`src/rtl/serial_pkg.sv`:
```
// ============================================================================
// serial_pkg: shared state encoding and helpers for the serial packet framer.
// Revision: 1.0
// ============================================================================
`default_nettype none

package serial_pkg;

  localparam logic [7:0] SYNC_DEFAULT = 8'hA5;

  localparam logic [2:0] ST_HUNT    = 3'd0;
  localparam logic [2:0] ST_LEN     = 3'd1;
  localparam logic [2:0] ST_PAYLOAD = 3'd2;
  localparam logic [2:0] ST_CHECK   = 3'd3;
  localparam logic [2:0] ST_DRAIN   = 3'd4;

  // A single-entry buffer still needs a one-bit address.
  function automatic int ptr_width(input int depth);
    return (depth > 1) ? $clog2(depth) : 1;
  endfunction

endpackage

`default_nettype wire

```
`src/rtl/pkt_buffer.sv`:
```
// ============================================================================
// pkt_buffer: DEPTH x 8 register file, synchronous write, combinational read.
// Revision: 1.0
// ============================================================================
`default_nettype none

module pkt_buffer #(
  parameter int DEPTH = 16,
  parameter int AW    = 4
) (
  input  logic          clk,
  input  logic          wr_en_i,
  input  logic [AW-1:0] wr_addr_i,
  input  logic [7:0]    wr_data_i,
  input  logic [AW-1:0] rd_addr_i,
  output logic [7:0]    rd_data_o
);

  logic [7:0] mem_q [DEPTH];

  always_ff @(posedge clk) begin
    if (wr_en_i && (int'(wr_addr_i) < DEPTH)) begin
      mem_q[wr_addr_i] <= wr_data_i;
    end
  end

  assign rd_data_o = (int'(rd_addr_i) < DEPTH) ? mem_q[rd_addr_i] : 8'h00;

endmodule

`default_nettype wire

```
`src/rtl/serial_packet_ctrl.sv`:
```
// ============================================================================
// serial_packet_ctrl: sync hunt, length/XOR-checked framing, valid/ready drain.
// Revision: 1.0
// ============================================================================
`default_nettype none

module serial_packet_ctrl
  import serial_pkg::*;
#(
  parameter int         MAX_LEN   = 16,
  parameter logic [7:0] SYNC_BYTE = SYNC_DEFAULT,
  parameter int         TIMEOUT   = 4096
) (
  input  logic       clk,
  input  logic       reset,
  input  logic       byte_valid,
  input  logic [7:0] byte_in,
  output logic       pkt_valid,
  input  logic       pkt_ready,
  output logic [7:0] pkt_data,
  output logic       pkt_last,
  output logic [7:0] pkt_len,
  output logic       busy,
  output logic       err_length,
  output logic       err_checksum,
  output logic       err_timeout,
  output logic       err_overflow
);

  localparam int PTR_W  = ptr_width(MAX_LEN);
  localparam int IDLE_W = $clog2(TIMEOUT);
  // Firing one count early means the abort lands after TIMEOUT-1 silent cycles.
  localparam logic [IDLE_W-1:0] IDLE_LAST = IDLE_W'(TIMEOUT - 2);
  localparam logic [7:0]        MAX_LEN_B = 8'(MAX_LEN);

  logic [2:0]        state_q,   state_d;
  logic [7:0]        len_q,     len_d;
  logic [7:0]        chk_q,     chk_d;
  logic [PTR_W-1:0]  wr_ptr_q,  wr_ptr_d;
  logic [PTR_W-1:0]  rd_ptr_q,  rd_ptr_d;
  logic [IDLE_W-1:0] idle_q,    idle_d;
  logic              err_len_q, err_len_d;
  logic              err_chk_q, err_chk_d;
  logic              err_tmo_q, err_tmo_d;
  logic              err_ovf_q, err_ovf_d;

  logic       w_buf_we;
  logic [7:0] w_buf_rdata;
  logic [7:0] w_len_m1;
  logic       w_wr_at_last;
  logic       w_rd_at_last;
  logic       w_timed;
  logic       w_draining;

  assign w_len_m1     = len_q - 8'd1;
  assign w_wr_at_last = (8'(wr_ptr_q) == w_len_m1);
  assign w_rd_at_last = (8'(rd_ptr_q) == w_len_m1);
  assign w_timed      = (state_q == ST_LEN) || (state_q == ST_PAYLOAD) ||
                        (state_q == ST_CHECK);
  assign w_draining   = (state_q == ST_DRAIN);

  pkt_buffer #(
    .DEPTH (MAX_LEN),
    .AW    (PTR_W)
  ) u_buf (
    .clk       (clk),
    .wr_en_i   (w_buf_we),
    .wr_addr_i (wr_ptr_q),
    .wr_data_i (byte_in),
    .rd_addr_i (rd_ptr_q),
    .rd_data_o (w_buf_rdata)
  );

  always_comb begin
    state_d   = state_q;
    len_d     = len_q;
    chk_d     = chk_q;
    wr_ptr_d  = wr_ptr_q;
    rd_ptr_d  = rd_ptr_q;
    idle_d    = idle_q;
    err_len_d = 1'b0;
    err_chk_d = 1'b0;
    err_tmo_d = 1'b0;
    err_ovf_d = 1'b0;
    w_buf_we  = 1'b0;

    // A byte on the would-be timeout cycle takes priority over the abort.
    if (w_timed) begin
      if (byte_valid) begin
        idle_d = '0;
      end else if (idle_q == IDLE_LAST) begin
        idle_d    = '0;
        err_tmo_d = 1'b1;
        state_d   = ST_HUNT;
      end else begin
        idle_d = idle_q + IDLE_W'(1);
      end
    end

    case (state_q)
      ST_HUNT: begin
        if (byte_valid && (byte_in == SYNC_BYTE)) begin
          state_d = ST_LEN;
          idle_d  = '0;
        end
      end
      ST_LEN: begin
        if (byte_valid) begin
          if ((byte_in != 8'd0) && (byte_in <= MAX_LEN_B)) begin
            len_d    = byte_in;
            chk_d    = byte_in;
            wr_ptr_d = '0;
            state_d  = ST_PAYLOAD;
          end else begin
            err_len_d = 1'b1;
            state_d   = ST_HUNT;
          end
        end
      end
      ST_PAYLOAD: begin
        if (byte_valid) begin
          w_buf_we = 1'b1;
          chk_d    = chk_q ^ byte_in;
          wr_ptr_d = wr_ptr_q + PTR_W'(1);
          if (w_wr_at_last) begin
            state_d = ST_CHECK;
          end
        end
      end
      ST_CHECK: begin
        if (byte_valid) begin
          if (byte_in == chk_q) begin
            rd_ptr_d = '0;
            state_d  = ST_DRAIN;
          end else begin
            err_chk_d = 1'b1;
            state_d   = ST_HUNT;
          end
        end
      end
      ST_DRAIN: begin
        err_ovf_d = byte_valid;
        if (pkt_ready) begin
          rd_ptr_d = rd_ptr_q + PTR_W'(1);
          if (w_rd_at_last) begin
            state_d = ST_HUNT;
          end
        end
      end
      default: state_d = ST_HUNT;
    endcase
  end

  always_ff @(posedge clk) begin
    if (reset) begin
      state_q   <= ST_HUNT;
      len_q     <= '0;
      chk_q     <= '0;
      wr_ptr_q  <= '0;
      rd_ptr_q  <= '0;
      idle_q    <= '0;
      err_len_q <= 1'b0;
      err_chk_q <= 1'b0;
      err_tmo_q <= 1'b0;
      err_ovf_q <= 1'b0;
    end else begin
      state_q   <= state_d;
      len_q     <= len_d;
      chk_q     <= chk_d;
      wr_ptr_q  <= wr_ptr_d;
      rd_ptr_q  <= rd_ptr_d;
      idle_q    <= idle_d;
      err_len_q <= err_len_d;
      err_chk_q <= err_chk_d;
      err_tmo_q <= err_tmo_d;
      err_ovf_q <= err_ovf_d;
    end
  end

  assign pkt_valid    = w_draining;
  assign pkt_data     = w_draining ? w_buf_rdata : 8'h00;
  assign pkt_last     = w_draining && w_rd_at_last;
  assign pkt_len      = w_draining ? len_q : 8'h00;
  assign busy         = (state_q != ST_HUNT);
  assign err_length   = err_len_q;
  assign err_checksum = err_chk_q;
  assign err_timeout  = err_tmo_q;
  assign err_overflow = err_ovf_q;

endmodule

`default_nettype wire

```
`config.mk`:
```
export PLATFORM = sky130hd
export DESIGN_NAME = serial_packet_ctrl
export DESIGN_NICKNAME = d
export VERILOG_FILES = /design/src/rtl/serial_pkg.sv /design/src/rtl/pkt_buffer.sv /design/src/rtl/serial_packet_ctrl.sv
export SDC_FILE = /design/constraint.sdc
export NUM_CORES = 1
export LEC_CHECK = 0
export CORE_MARGIN = 5
export CORE_UTILIZATION = 52
export CTS_CLUSTER_SIZE = 20
export DETAILED_ROUTE_END_ITERATION = 6
export DONT_BUFFER_PORTS = 1
export HOLD_SLACK_MARGIN = 0.12
export PLACE_DENSITY = 0.67
export SYNTH_ARGS = -nofsm -noshare
export SYNTH_HDL_FRONTEND = slang
export SYNTH_HIERARCHICAL = 1
export SYNTH_SLANG_ARGS = --single-unit
```
`constraint.sdc`:
```
create_clock -name clk -period 3.72 [get_ports clk]
set_clock_uncertainty 0.15 [all_clocks]
set_input_delay 0.558 -clock clk [delete_from_list [all_inputs] [get_ports clk]]
set_output_delay 0.558 -clock clk [all_outputs]
set_load 0.01 [all_outputs]
```
# ---- After elaboration in Yosys (flattened, before gate mapping)
# Memories as Yosys holds them, arrays and structs flattened. A register that Yosys moved wholly into a read port is not among the register bits.
# Cells that the tools add are included.
dict set report totals {
  wordCells 95
  n_memories 1
  mem_bits_rw 128
  ff_bits 43
  in_bits 12
  out_inout_bits 23
}
dict set report classes {
  eq_ne 15
  addsub 4
  reduce_logical 17
  n_bitwise 6
  muxes 41
  n_lt_le_gt_ge 1
}
# name depth word_bits read_ports rd_ports_with_merged_regs write_ports line
set memory_table {}
lappend memory_table {u_buf.mem_q 16 8 1 1 1 pkt_buffer.sv:19} ;# logic [7:0] mem_q [DEPTH];
# op n
set op_table {}
lappend op_table {{$mux 12} 5}
lappend op_table {{$mux 8} 5}
lappend op_table {{$mux 3} 11}
lappend op_table {{$mux 4} 8}
lappend op_table {{$eq 4x8->1} 2}
lappend op_table {{$pmux 4 s2} 2}
lappend op_table {{$pmux 8 s2} 1}
lappend op_table {{$pmux 3 s5} 1}
lappend op_table {{$add 12x1->12 const B} 1}
lappend op_table {{$eq 12x12->1 const B} 1}
lappend op_table {{$reduce_or 3->1} 3}
lappend op_table {{$add 4x1->4 const B} 2}
lappend op_table {{$eq 8x8->1} 1}
lappend op_table {{$eq 8x8->1 const B} 1}
lappend op_table {{$le 8x5->1 const B} 1}
lappend op_table {{$ne 2x2->1 const B} 4}
lappend op_table {{$reduce_and 4->1} 2}
lappend op_table {{$reduce_bool 8->1} 1}
lappend op_table {{$sub 8x1->8 const B} 1}
lappend op_table {{$xor 8x8->8} 1}
lappend op_table {{$mux 1} 7}
lappend op_table {{$eq 3x2->1 const B} 2}
lappend op_table {{$not 1->1} 5}
lappend op_table {{$ne 2x1->1 const B} 2}
lappend op_table {{other kinds (10)} 14}

# ---- Depth between registers and ports, before layout
dict set report logic_depth {
  word_depth 7
  mapped_depth 8
  mapped_depth_nobuf 7
}

# ---- Cells and area by module
# Netlist, hierarchy kept.
# mod cells_per_inst area_per_inst_um2 instances seq_area_each_um2
set modules_own_cells {}
lappend modules_own_cells {pkt_buffer 221 4987.3 1 3843.7}
lappend modules_own_cells {serial_packet_ctrl 307 2418.6 1 860.8}

# ---- Worst setup path after synthesis
# Ideal clock, no wire load.
dict set report synth_timing {
  path_kind {input to register}
  from {in byte_valid}
  to {mem u_buf.mem_q[0][0], enable pin}
  path_buffers 1
  setup_slack_ps 779
  arrival_time_ps 2408
  path_stages 6
  required_time_ps 3187
  setup_ps 383
  cell_sequence {nor2b_1 > nand3b_2 > inv_1 > buf_2 > or3b_2 > nor3_1}
}
dict set report synth_via {
  elab_chain_len 4
}
# element line
set synth_rtl {}
lappend synth_rtl {{start: declaration} serial_packet_ctrl.sv:16} ;# input logic byte_valid,
lappend synth_rtl {{$mux 1} serial_packet_ctrl.sv:121} ;# if (byte_valid) begin
lappend synth_rtl {{$mux 1} serial_packet_ctrl.sv:100} ;# case (state_q)
lappend synth_rtl {{net w_buf_we} serial_packet_ctrl.sv:47} ;# logic w_buf_we;
lappend synth_rtl {{$mux 1} pkt_buffer.sv:22} ;# if (wr_en_i && (int'(wr_addr_i) < DEPTH)) begin
lappend synth_rtl {{$mux 1 (not written as such)} pkt_buffer.sv:23} ;# mem_q[wr_addr_i] <= wr_data_i;
lappend synth_rtl {{end: declaration} pkt_buffer.sv:19}
# The timed path passes the listed nets, and every way through them passes these cells.

==> flow_summary.html <==
<table>
<tr><th>Metric</th><th>Value</th></tr>
<tr><th colspan="2">Final layout</th></tr>
<tr><td>Number of fill cells</td><td>1083</td></tr>
<tr><td>Finished Layout Cells</td><td>739</td></tr>
<tr><td>Final design utilization</td><td>0.591</td></tr>
<tr><td>Area growth from synthesis to layout</td><td>11.2%</td></tr>
<tr><td>Final Net Count</td><td>~560</td></tr>
<tr><td>Proportion of layout cells with a drive suffix above 1</td><td>0.129</td></tr>
<tr><th colspan="2">Place</th></tr>
<tr><td>Count of port buffers added during placement</td><td>0</td></tr>
<tr><td>GP Congestion</td><td>0.830</td></tr>
<tr><td>Worst slack at placement</td><td>0.763 ns</td></tr>
<tr><td>HPWL Detailed</td><td>10000 um</td></tr>
<tr><td>Cell count after placement</td><td>695</td></tr>
<tr><th colspan="2">Synthesis</th></tr>
<tr><td>Post-synth top area share</td><td>0.519</td></tr>
<tr><td>Area share of and/or/nand/nor cells after synthesis</td><td>0.134</td></tr>
<tr><td>Leading cell types by count after synthesis</td><td>128 x edfxtp_1, 51 x nand2_1, 43 x dfxtp_1</td></tr>
<tr><td>Flip-flop and latch count after synthesis</td><td>171</td></tr>
<tr><td>Post-synth top area cell</td><td>edfxtp_1</td></tr>
<tr><td>Count of yosys warnings during synthesis</td><td>6</td></tr>
<tr><td>Number of different library cells in the post-synthesis netlist</td><td>51</td></tr>
<tr><td>Library cell with the highest instance count after synthesis</td><td>edfxtp_1</td></tr>
<tr><td>XOR/XNOR share of the synthesized area</td><td>0.0248</td></tr>
<tr><td>Main combinational cell family by area after synthesis</td><td>simple AND/OR/NAND/NOR gates</td></tr>
<tr><td>Top area cells in the synthesized netlist</td><td>edfxtp_1 52%, dfxtp_1 12%, mux4_2 5.5%</td></tr>
<tr><td>Fraction of registers with async set or reset after synthesis</td><td>0</td></tr>
<tr><td>Synthesized net count</td><td>545</td></tr>
<tr><td>Post-synth top flop</td><td>edfxtp_1</td></tr>
<tr><td>Adder and majority gate portion of the synthesized area</td><td>0.00845</td></tr>
<tr><td>Sequential element share of the synthesized area</td><td>0.635</td></tr>
<tr><td>Compound-cell area share of the yosys netlist</td><td>0.0647</td></tr>
<tr><td>Number of flops mapped to enable cells by yosys</td><td>between 100 and 150</td></tr>
<tr><td>Post-synthesis mux area share</td><td>0.107</td></tr>
<tr><td>Cell area after synthesis</td><td>0.00741 mm^2</td></tr>
<tr><td>Mapped Cells</td><td>528</td></tr>
<tr><td>Mean instance size in the synthesized netlist</td><td>14.0 um^2</td></tr>
<tr><th colspan="2">Routing</th></tr>
<tr><td>DRC violation total after the first TritonRoute iteration</td><td>405</td></tr>
<tr><td>Number of detailed-route iterations in the first pass</td><td>5</td></tr>
<tr><td>WL final</td><td>16500 um</td></tr>
<tr><td>DRC violations left</td><td>0</td></tr>
<tr><td>Vias per inst</td><td>6.22</td></tr>
<tr><td>Remaining antenna violation count</td><td>0</td></tr>
<tr><td>Average wire length per cell after detail routing</td><td>22.3 um</td></tr>
<tr><td>Via count</td><td>4599</td></tr>
<tr><th colspan="2">STA</th></tr>
<tr><td>Fin crit share</td><td>0.814</td></tr>
<tr><td>Number of hold-slack violations in the final timing report</td><td>0</td></tr>
<tr><td>Number of endpoints failing setup at the final stage</td><td>0</td></tr>
<tr><td>Final setup TNS</td><td>0 ns</td></tr>
<tr><td>F_max</td><td>330 MHz</td></tr>
<tr><td>Pin slew with the least headroom to its limit</td><td>0.930 ns</td></tr>
<tr><td>Hold slack</td><td>0.150 ns</td></tr>
<tr><td>Unrepaired setup endpoints after global routing</td><td>no</td></tr>
<tr><td>Crit path time final</td><td>3.03 ns</td></tr>
<tr><td>Final worst slack</td><td>0.691 ns</td></tr>
<tr><td>Slew margin rel.</td><td>0.378</td></tr>
<tr><td>Final Max Tran Viols</td><td>0</td></tr>
<tr><th colspan="2">Power and ir drop</th></tr>
<tr><td>Maximum ir drop on the vdd rail</td><td>0.333 mV</td></tr>
<tr><td>Switching share of total power</td><td>0.196</td></tr>
<tr><td>Net switching power</td><td>approximately 740 uW</td></tr>
<tr><td>Fraction of power consumed by the clock network</td><td>0.446</td></tr>
<tr><td>Comb pwr share</td><td>0.014</td></tr>
<tr><td>Power Internal</td><td>roughly 3.0 mW</td></tr>
<tr><td>Power per cell area</td><td>460 mW/mm^2</td></tr>
<tr><td>Sequential Power Share</td><td>0.540</td></tr>
<tr><td>Reported leakage power</td><td>2.62 nW</td></tr>
<tr><th colspan="2">Min path</th></tr>
<tr><td>Worst min-delay path category</td><td>in2reg</td></tr>
<tr><td>WHS Path Cells</td><td>2</td></tr>
<tr><th colspan="2">Floorplanning</th></tr>
<tr><td>CORE AREA</td><td>between 0.01 and 0.015 mm^2</td></tr>
<tr><td>Effective utilization at floorplan</td><td>0.531</td></tr>
<tr><td>Num ports</td><td>35</td></tr>
<tr><td>Die Y</td><td>between 100 and 150 um</td></tr>
<tr><td>Std-Cell Rows</td><td>43</td></tr>
<tr><td>Area of the die</td><td>0.0167 mm^2</td></tr>
<tr><td>Die width</td><td>129 um</td></tr>
<tr><th colspan="2">GRT</th></tr>
<tr><td>First-pass GRT wire length</td><td>26000 um</td></tr>
<tr><td>Pin count of the biggest net entering global routing</td><td>33</td></tr>
<tr><td>Overall track demand over capacity in global routing</td><td>0.211</td></tr>
<tr><td>Vias in the first global route</td><td>4636</td></tr>
<tr><td>Global-route met1 utilization</td><td>0.288</td></tr>
<tr><td>Most Crowded Layer GR</td><td>met2</td></tr>
<tr><td>Met2 demand-to-capacity share in global routing</td><td>0.331</td></tr>
<tr><td>Initial antenna violation count</td><td>1</td></tr>
<tr><td>GRT Residual Overflow</td><td>0</td></tr>
<tr><td>Global-route met3 utilization</td><td>0.0569</td></tr>
<tr><th colspan="2">Clocking</th></tr>
<tr><td>CTS sink count</td><td>171</td></tr>
<tr><td>Worst-skew pair later-pin latency</td><td>~0.42 ns</td></tr>
<tr><td>H-tree depth reported by CTS</td><td>4</td></tr>
<tr><td>Cts bufs inserted</td><td>17</td></tr>
<tr><td>Number of gates resized after CTS</td><td>0</td></tr>
<tr><td>Clk buf depth</td><td>2</td></tr>
<tr><td>Post-CTS Repair Setup Buffers</td><td>0</td></tr>
<tr><td>Hold buffer count at CTS</td><td>10</td></tr>
<tr><td>CTS clock-pin slew for the worst setup and hold paths</td><td>0.06 ns</td></tr>
<tr><td>Clk root buf</td><td>clkbuf_16</td></tr>
<tr><td>Clock tree from TritonCTS</td><td>done</td></tr>
<tr><th colspan="2">Run</th></tr>
<tr><td>Max Cap Viol</td><td>0</td></tr>
<tr><th colspan="2">Critical path</th></tr>
<tr><td>Crit path max fanout</td><td>32</td></tr>
<tr><td>Data arrival time of the worst path</td><td>approximately 2.3 ns</td></tr>
<tr><td>Worst Setup End Kind</td><td>output pin</td></tr>
<tr><td>Worst-case reg-to-reg path depth</td><td>5</td></tr>
<tr><td>Startpoint type of the worst setup path</td><td>register</td></tr>
<tr><td>Critical path class</td><td>reg2out</td></tr>
<tr><td>Data required time of the critical path</td><td>3.01 ns</td></tr>
<tr><th colspan="2">Status</th></tr>
<tr><td>Status</td><td>finished, final reports clean</td></tr>
</table>
==> power by group through the flow <==
stage	sequential (mW)	clock (mW)	combinational, mW
after floorplan	2.09	0	0.0161
after global placement	2.09	0	0.0154
after detailed placement	2.09	0	0.0156
after CTS	2.05	1.72	0.0512
after global routing	2.04	1.81	0.0554
final	2.05	1.69	0.0512
==> per-layer routing <==
layer	part of all wire	wire length (um)
met1	0.43	7030
met2	0.48	7910
met3	0.073	1200
met4	0.019	319
met5	0	0
==> cells by family (layout without fill, tap and decap cells) <==
logic type               after synthesis  in the layout
flip-flops                           171            171
buffers and inverters                 34             63
multiplexers                          34             34
XOR/XNOR                              21             21
AO/OA/AOI/OAI                         71             71
AND/OR/NAND/NOR                      192            192
adder cells (fa/ha/maj)                5              5
other                                  0              2
==> worst max-delay path, cell delays in order, from the launching register on <==
cell and delay, ns:
dfxtp_1 0.42, buf_4 0.45, mux4_2 0.42, a22oi_1 0.30, nand2_1 0.07, and3_1 0.23
==> final timing paths <==
| kind | to | slack (ns) | startpoint |
|---|---|---|---|
| worst max-delay path | pkt_data[0] | 0.69 | rd_ptr_q[1]$_SDFFE_PP0P_ |
| worst min-delay path | chk_q[0]$_SDFFE_PP0P_ | 0.15 | byte_in[0] |
| worst max register to register | u_buf/mem_q[3][1]$_DFFE_PP_ | 0.72 | state_q[2]$_SDFF_PP0_ |
| worst min register to register | idle_q[11]$_SDFF_PP0_ | 0.33 | idle_q[11]$_SDFF_PP0_ |
==> placed cells by master, fill, tap and decap left out, types with 5 or more instances in the layout <==
master and instances:
a21oi_1 22, a22oi_1 16, a31oi_1 9, and3_1 20, buf_4 10, clkbuf_16 17, dfxtp_1 42, dlygate4sd3_1 10
edfxtp_1 128, ha_1 5, inv_1 8, mux4_1 14, mux4_2 18, nand2_1 51, nand3_1 18, nand4_1 6
nor2_1 35, nor3_1 21, nor4_1 6, or2_2 5, or3_1 5, xnor2_1 17
==> area by class of cell <==
cell class,count,area (um^2),share of cell area
Clock inverter,12,121,0.0147
Multi-Input combinational cell,323,2510,0.305
Clock buffer,20,437,0.0530
Antenna cell,2,5.00,0.000608
Inverter,10,37.5,0.00456
Sequential cell,171,4710,0.571
Timing Repair Buffer,21,195,0.0237
Tap cell,180,225,0.0273
==> sequential cells by signal, summed over array words and instances (netlist names) <==
| name | count |
|---|---|
| err_checksum | 1 |
| state_q | 3 |
| err_length | 1 |
| err_timeout | 1 |
| u_buf/mem_q | 128 |
| chk_q | 8 |
| wr_ptr_q | 4 |
| len_q | 8 |
| err_overflow | 1 |
| rd_ptr_q | 4 |
| idle_q | 12 |
==> through the flow <==
step                      power [mW]  cell area (um^2)
after global routing            3.92              8230
after global placement          2.10              7570
after floorplan                 2.10              7410
after detailed placement        2.10              7570
final                           3.79              8240
after CTS                       3.82              8230
No activity file was read; power rests on OpenSTA's default activity.
